### config.mk
export PLATFORM = sky130hd
export DESIGN_NAME = br_resolve
export DESIGN_NICKNAME = d
export VERILOG_FILES = /design/src/rtl/br_resolve.sv
export SDC_FILE = /design/constraint.sdc
export NUM_CORES = 1
export LEC_CHECK = 0
export ABC_AREA = 1
export BUFFER_PORTS_ARGS = -buffer_cell sky130_fd_sc_hd__buf_2
export CAP_MARGIN = 20
export CORE_MARGIN = 1.5
export CORE_UTILIZATION = 50
export DETAILED_ROUTE_END_ITERATION = 8
export HOLD_SLACK_MARGIN = 0.05
export PLACE_DENSITY = 0.79
export SLEW_MARGIN = 20
export SYNTH_ARGS = -nofsm -noshare
export SYNTH_HDL_FRONTEND = slang
export SYNTH_SLANG_ARGS = --single-unit
### constraint.sdc
create_clock -name clk -period 5 [get_ports clk]
set_input_delay 0.75 -clock clk [delete_from_list [all_inputs] [get_ports clk]]
set_output_delay 0.75 -clock clk [all_outputs]
set_load 0.01 [all_outputs]
### src/rtl/br_resolve.sv
// Branch resolution: carries IF predictions to EX, resolves them, and drives predictor
// update, fetch redirect handshake and pipeline squash. Optional counters: BR_PERF_CNT_EN.
module br_resolve #(
  parameter logic [31:0] PC_RST = 32'h00000060,
  parameter int          s_ctr  = 32
) (
  input  logic             clk,
  input  logic             rst,
  input  logic             stall_id,
  input  logic             stall_ex,
  input  logic             if_valid,
  input  logic [31:0]      if_pc,
  input  logic             if_pred_take,
  input  logic [31:0]      if_pred_target,
  input  logic             ex_is_br,
  input  logic             ex_is_jmp,
  input  logic             ex_br_en,
  input  logic [31:0]      ex_target,
  output logic             pred_update,
  output logic             pred_br_en,
  output logic             redirect_valid,
  output logic [31:0]      redirect_pc,
  input  logic             redirect_ready,
  output logic             flush_if_id,
  output logic             flush_id_ex,
  output logic             mispred,
  output logic [s_ctr-1:0] br_cnt,
  output logic [s_ctr-1:0] mispred_cnt
);

  typedef enum logic {IDLE, REDIRECT} state_e;

  state_e      state_q, state_d;
  logic        id_valid_q, id_take_q, ex_valid_q, ex_take_q;
  logic [31:0] id_pc_q, id_tgt_q, ex_pc_q, ex_tgt_q;
  logic [31:0] redirect_pc_q;
  logic [31:0] pc_plus4, actual_next, pred_next;
  logic        resolve, mismatch;

  // Flush only kills the valid bit; payload follows the stall controls.
  always_ff @(posedge clk or posedge rst) begin
    if (rst) begin
      id_valid_q <= 1'b0;
      id_pc_q    <= '0;
      id_take_q  <= 1'b0;
      id_tgt_q   <= '0;
      ex_valid_q <= 1'b0;
      ex_pc_q    <= '0;
      ex_take_q  <= 1'b0;
      ex_tgt_q   <= '0;
    end else begin
      if (flush_if_id)   id_valid_q <= 1'b0;
      else if (!stall_id) id_valid_q <= if_valid;
      if (!stall_id) begin
        id_pc_q   <= if_pc;
        id_take_q <= if_pred_take;
        id_tgt_q  <= if_pred_target;
      end
      if (flush_id_ex)   ex_valid_q <= 1'b0;
      else if (!stall_ex) ex_valid_q <= id_valid_q;
      if (!stall_ex) begin
        ex_pc_q   <= id_pc_q;
        ex_take_q <= id_take_q;
        ex_tgt_q  <= id_tgt_q;
      end
    end
  end

  always_comb begin
    pc_plus4    = ex_pc_q + 32'd4;
    actual_next = (ex_is_jmp | (ex_is_br & ex_br_en)) ? ex_target : pc_plus4;
    pred_next   = ex_take_q ? ex_tgt_q : pc_plus4;
    resolve     = ex_valid_q & ~stall_ex & (state_q == IDLE);
    mismatch    = resolve & (actual_next != pred_next);
  end

  always_ff @(posedge clk or posedge rst) begin
    if (rst) state_q <= IDLE;
    else     state_q <= state_d;
  end

  always_comb begin
    state_d = state_q;
    case (state_q)
      IDLE:     if (mismatch) state_d = REDIRECT;
      REDIRECT: if (redirect_ready) state_d = IDLE;
      default:  state_d = IDLE;
    endcase
  end

  always_comb begin
    pred_update    = resolve & ex_is_br;
    pred_br_en     = resolve & ex_br_en;
    mispred        = mismatch;
    redirect_valid = (state_q == REDIRECT);
    flush_if_id    = mismatch | (state_q == REDIRECT);
    flush_id_ex    = mismatch | (state_q == REDIRECT);
    redirect_pc    = redirect_pc_q;
  end

  always_ff @(posedge clk or posedge rst) begin
    if (rst)           redirect_pc_q <= PC_RST;
    else if (mismatch) redirect_pc_q <= actual_next;
  end

`ifdef BR_PERF_CNT_EN
  logic [s_ctr-1:0] br_cnt_q, mispred_cnt_q;

  // Saturating: a stuck-at-max counter is more useful than a wrapped one.
  always_ff @(posedge clk or posedge rst) begin
    if (rst) begin
      br_cnt_q      <= '0;
      mispred_cnt_q <= '0;
    end else begin
      if (pred_update && !(&br_cnt_q))  br_cnt_q      <= br_cnt_q + 1'b1;
      if (mispred && !(&mispred_cnt_q)) mispred_cnt_q <= mispred_cnt_q + 1'b1;
    end
  end

  assign br_cnt      = br_cnt_q;
  assign mispred_cnt = mispred_cnt_q;
`else
  assign br_cnt      = '0;
  assign mispred_cnt = '0;
`endif

endmodule

==> qor.txt <==
GLOBAL ROUTE
------------------------------------------------------------------------------------------------------
Global route overflow                                                                                0
Wire length of the first global-routing pass                                                  41840 um
Maximum number of pins on one net before global-route repair                                       166
Gr usage total                                                                                  26.84%
Antenna violations before repair                                                                     0
Via count of the first global-routing pass                                                        8267

DRT
------------------------------------------------------------------------------------------------------
Number of search-and-repair iterations in the first detailed-routing pass                            5
Per-cell routed wire length                                                                   15.12 um
Drt drc                                                                                              0
First DRT Iteration DRCs                                                                           629
Antenna violation net count after detailed routing                                                   0
Post-detailed-route via-to-cell ratio                                                            5.037
Vias                                                                                              8664
Detailed-route wire length                                                                    26010 um

WORST SETUP PATH
------------------------------------------------------------------------------------------------------
Maximum fanout encountered on the critical timing path                                              35
Crit. End Element                                                                           output pin
Data arrival time of the critical path                                                         3530 ps
Required time of the worst setup path                                                          4250 ps
Kind of launch point of the worst setup path                                                  register
Crit path kind                                                                              reg -> out

CTS
------------------------------------------------------------------------------------------------------
Clock insertion delay at the later pin of the skew report                                       440 ps
Cts hold-fix bufs                                                                                    0
Clock root buffer                                                                         sky130_fd_sc_hd__clkbuf_16
Number of sinks on the clock net                                                                   165
Maximum count of clock buffers along a single path                                                   2
Number of H-tree branching levels                                                                    4
TritonCTS clock tree                                                                               yes
Buffer count from post-CTS setup fixing                                                              0
Post-cts repair resize count                                                                         0
Inserted Clock Buffers                                                                              17
Clock transition at the register clock pins on the worst setup and hold paths after CTS          70 ps

SYNTHESIS
------------------------------------------------------------------------------------------------------
Proportion of synthesized chip area in sequential cells                                         42.70%
Number of cells produced by synthesis                                                             1331
Synth cell types                                                                                    32
Most used flip-flop cell after synthesis                                                  sky130_fd_sc_hd__dfrtp_1
Number of flops mapped to enable cells by yosys                                                      0
Avg Synthesized Cell Area                                                                   7.269 um^2
Flops & latches, synth                                                                             165
Asr flop ratio synth                                                                            100.0%
Mapped Area                                                                                  9676 um^2
Synth warn                                                                                           0

CELLS AND AREA
------------------------------------------------------------------------------------------------------
Fraction of layout instances using a drive strength above 1                                     19.25%
Commonest non-fill, non-tap cell in the layout                                            sky130_fd_sc_hd__nand2_1
Commonest non-fill, non-tap cells in the layout                                           sky130_fd_sc_hd__nand2_1, sky130_fd_sc_hd__dfrtp_1, sky130_fd_sc_hd__nand3_1, sky130_fd_sc_hd__buf_2, sky130_fd_sc_hd__inv_1
Antenna diodes                                                                                       0
Post-route core utilization                                                                     57.95%
Nets@finish                                                                                       1554
Syn-to-layout area delta                                                                        12.79%

FLOORPLANNING
------------------------------------------------------------------------------------------------------
Floorplan die area                                                                          20200 um^2
Chip Width                                                                                    142.1 um
Initial Utilization                                                                             51.38%
Vertical die dimension                                                                        142.1 um
Standard cell core area                                                                     18830 um^2
Io pins                                                                                            208
Cell Rows                                                                                           50

PLACE
------------------------------------------------------------------------------------------------------
Placer's final routability congestion estimate                                                  0.9512
Count of input and output buffers                                                                  143
Detailed placement HPWL                                                                       19060 um

HOLD PATH
------------------------------------------------------------------------------------------------------
Class of the worst hold path                                                                reg -> reg

STA
------------------------------------------------------------------------------------------------------
Final Hold Violating Endpoints                                                                       0
Slew margin rel.                                                                                40.45%
Achievable frequency                                                                         233.8 MHz
Setup repair after global routing missed its margin                                              false
Ratio of final minimum period to clock period                                                   85.55%
Final slew viol count                                                                                0
Final setup skew                                                                              13.92 ps
Worst-margin pin slew                                                                         893.2 ps
Final critical-path required period                                                            4277 ps
Final count of negative-setup-slack endpoints                                                        0
Total negative slack                                                                              0 ps

POWER
------------------------------------------------------------------------------------------------------
Power density relative to cell area                                                       377.4 nW/um^2
Leakage power figure                                                                          5.823 nW
Max VDD drop                                                                                 0.2158 mV

OUTCOME
------------------------------------------------------------------------------------------------------
Status                                                                                    finished, final reports clean

RUN
------------------------------------------------------------------------------------------------------
Maximum Capacitance Violations                                                                       0

[flip-flops by register name (all words and copies together), names as in the netlist]
name,count
id_valid_q,1
ex_tgt_q,32
ex_pc_q,32
id_take_q,1
redirect_pc,32
ex_take_q,1
ex_valid_q,1
id_pc_q,32
redirect_valid,1
id_tgt_q,32
[per-stage QoR]
stage / area, um^2 / hold slack (ps) / instances / total power [mW] / worst slack (ps)
2_1_floorplan: 9916 / 436.4 / 1394 / 2.495 / 1734
3_3_place_gp: 10330 / 446.5 / 1688 / 2.823 / 1090
3_5_place_dp: 10330 / 452.0 / 1688 / 2.847 / 1043
4_1_cts: 10910 / 465.6 / 1720 / 4.148 / 740.7
5_1_grt: 10910 / 468.9 / 1720 / 4.378 / 363.8
6_report: 10910 / 464.6 / 1720 / 4.119 / 722.7
[report_power, final]
part           leakage [nW]  switching, mW  internal (mW)
sequential             1.98          0.170           1.59
combinational          3.57          0.667          0.394
clock                 0.280          0.630          0.668
[critical path, stage by stage, from the launching register on]
cell and delay (ps):
sky130_fd_sc_hd__dfrtp_1 470, sky130_fd_sc_hd__ha_1 240, sky130_fd_sc_hd__nand2_1 80, sky130_fd_sc_hd__nor2_2 200
sky130_fd_sc_hd__nand3_1 200, sky130_fd_sc_hd__inv_1 210, sky130_fd_sc_hd__nand3_1 200, sky130_fd_sc_hd__nand3_1 140
sky130_fd_sc_hd__nand2_1 90, sky130_fd_sc_hd__nand2_1 70, sky130_fd_sc_hd__nand2_1 60, sky130_fd_sc_hd__nor2_1 100
sky130_fd_sc_hd__nand2_1 60, sky130_fd_sc_hd__nor2_1 180, sky130_fd_sc_hd__nand3_2 130, sky130_fd_sc_hd__nand2_4 310
sky130_fd_sc_hd__nand2_1 170, sky130_fd_sc_hd__buf_2 180
[worst paths after layout]
kind | startpoint | cells past startpoint | end | slack, ps
worst max-delay path | ex_pc_q[2] | 17 | flush_if_id | 720
worst min-delay path | id_pc_q[4] | 2 | ex_pc_q[4] | 460
worst max register to register | ex_pc_q[2] | 17 | ex_valid_q | 1890
worst min register to register | id_pc_q[4] | 2 | ex_pc_q[4] | 460
max in group asynchronous | rst | 3 | redirect_pc[31] | 3800
min in group asynchronous | rst | 3 | id_tgt_q[20] | 560
[routing by layer]
metal  share of wire [%]  global-route usage (%)  up-vias  wire length (um)
met1                  43                   34.20     4018             11190
met4                 3.3                   10.47        0               852
met2                  48                   45.57      288             12600
met5                   0                       0        -                 0
met3                 5.3                   4.677       54              1369
li1                    -                       -     4304                 -
[cell type report]
cell class / count / area [um^2]
Sequential cell: 165 / 4131
Multi-Input combinational cell: 1013 / 4707
Inverter: 98 / 371.6
Clock inverter: 15 / 156.4
Fill cell: 1744 / 7918
Timing Repair Buffer: 152 / 795.8
Tap cell: 260 / 325.3
Clock buffer: 17 / 425.4
[synth_stat cells (2+ instances only)]
library cell | instances | area (um^2)
sky130_fd_sc_hd__buf_4 | 65 | 488.0
sky130_fd_sc_hd__o21ai_1 | 5 | 25.02
sky130_fd_sc_hd__buf_2 | 7 | 35.03
sky130_fd_sc_hd__nor2_1 | 77 | 289.0
sky130_fd_sc_hd__nand4_1 | 3 | 18.77
sky130_fd_sc_hd__nand2_2 | 3 | 18.77
sky130_fd_sc_hd__a21oi_1 | 16 | 80.08
sky130_fd_sc_hd__buf_6 | 3 | 33.78
sky130_fd_sc_hd__inv_2 | 2 | 7.510
sky130_fd_sc_hd__dfrtp_1 | 163 | 4079
sky130_fd_sc_hd__nand2_1 | 523 | 1963
sky130_fd_sc_hd__mux2i_1 | 2 | 20.02
sky130_fd_sc_hd__buf_1 | 4 | 15.01
sky130_fd_sc_hd__xor2_1 | 9 | 78.83
sky130_fd_sc_hd__dfstp_2 | 2 | 52.55
sky130_fd_sc_hd__nor2_4 | 4 | 45.04
sky130_fd_sc_hd__or2_2 | 26 | 162.7
sky130_fd_sc_hd__nand3_1 | 148 | 740.7
sky130_fd_sc_hd__clkinv_1 | 2 | 7.510
sky130_fd_sc_hd__o21ai_0 | 72 | 360.4
sky130_fd_sc_hd__inv_1 | 94 | 352.8
sky130_fd_sc_hd__mux2_2 | 50 | 563.0
sky130_fd_sc_hd__clkbuf_1 | 39 | 146.4
sky130_fd_sc_hd__nor2_2 | 4 | 25.02
[cell families after synthesis]
| kind of cell | Yosys count | synth area share, % |
|---|---|---|
| AOI/OAI and AO/OA | 95 | 4.979 |
| xor gates and xnor gates | 10 | 0.9053 |
| adders and majority gates | 1 | 0.1293 |
| buffers and inverters | 216 | 11.22 |
| DFF | 165 | 42.70 |
| muxes | 52 | 6.026 |
| other | 1 | 0.03876 |
| and+or+nand+nor | 791 | 34.00 |
No activity file was read; power rests on OpenSTA's default activity.
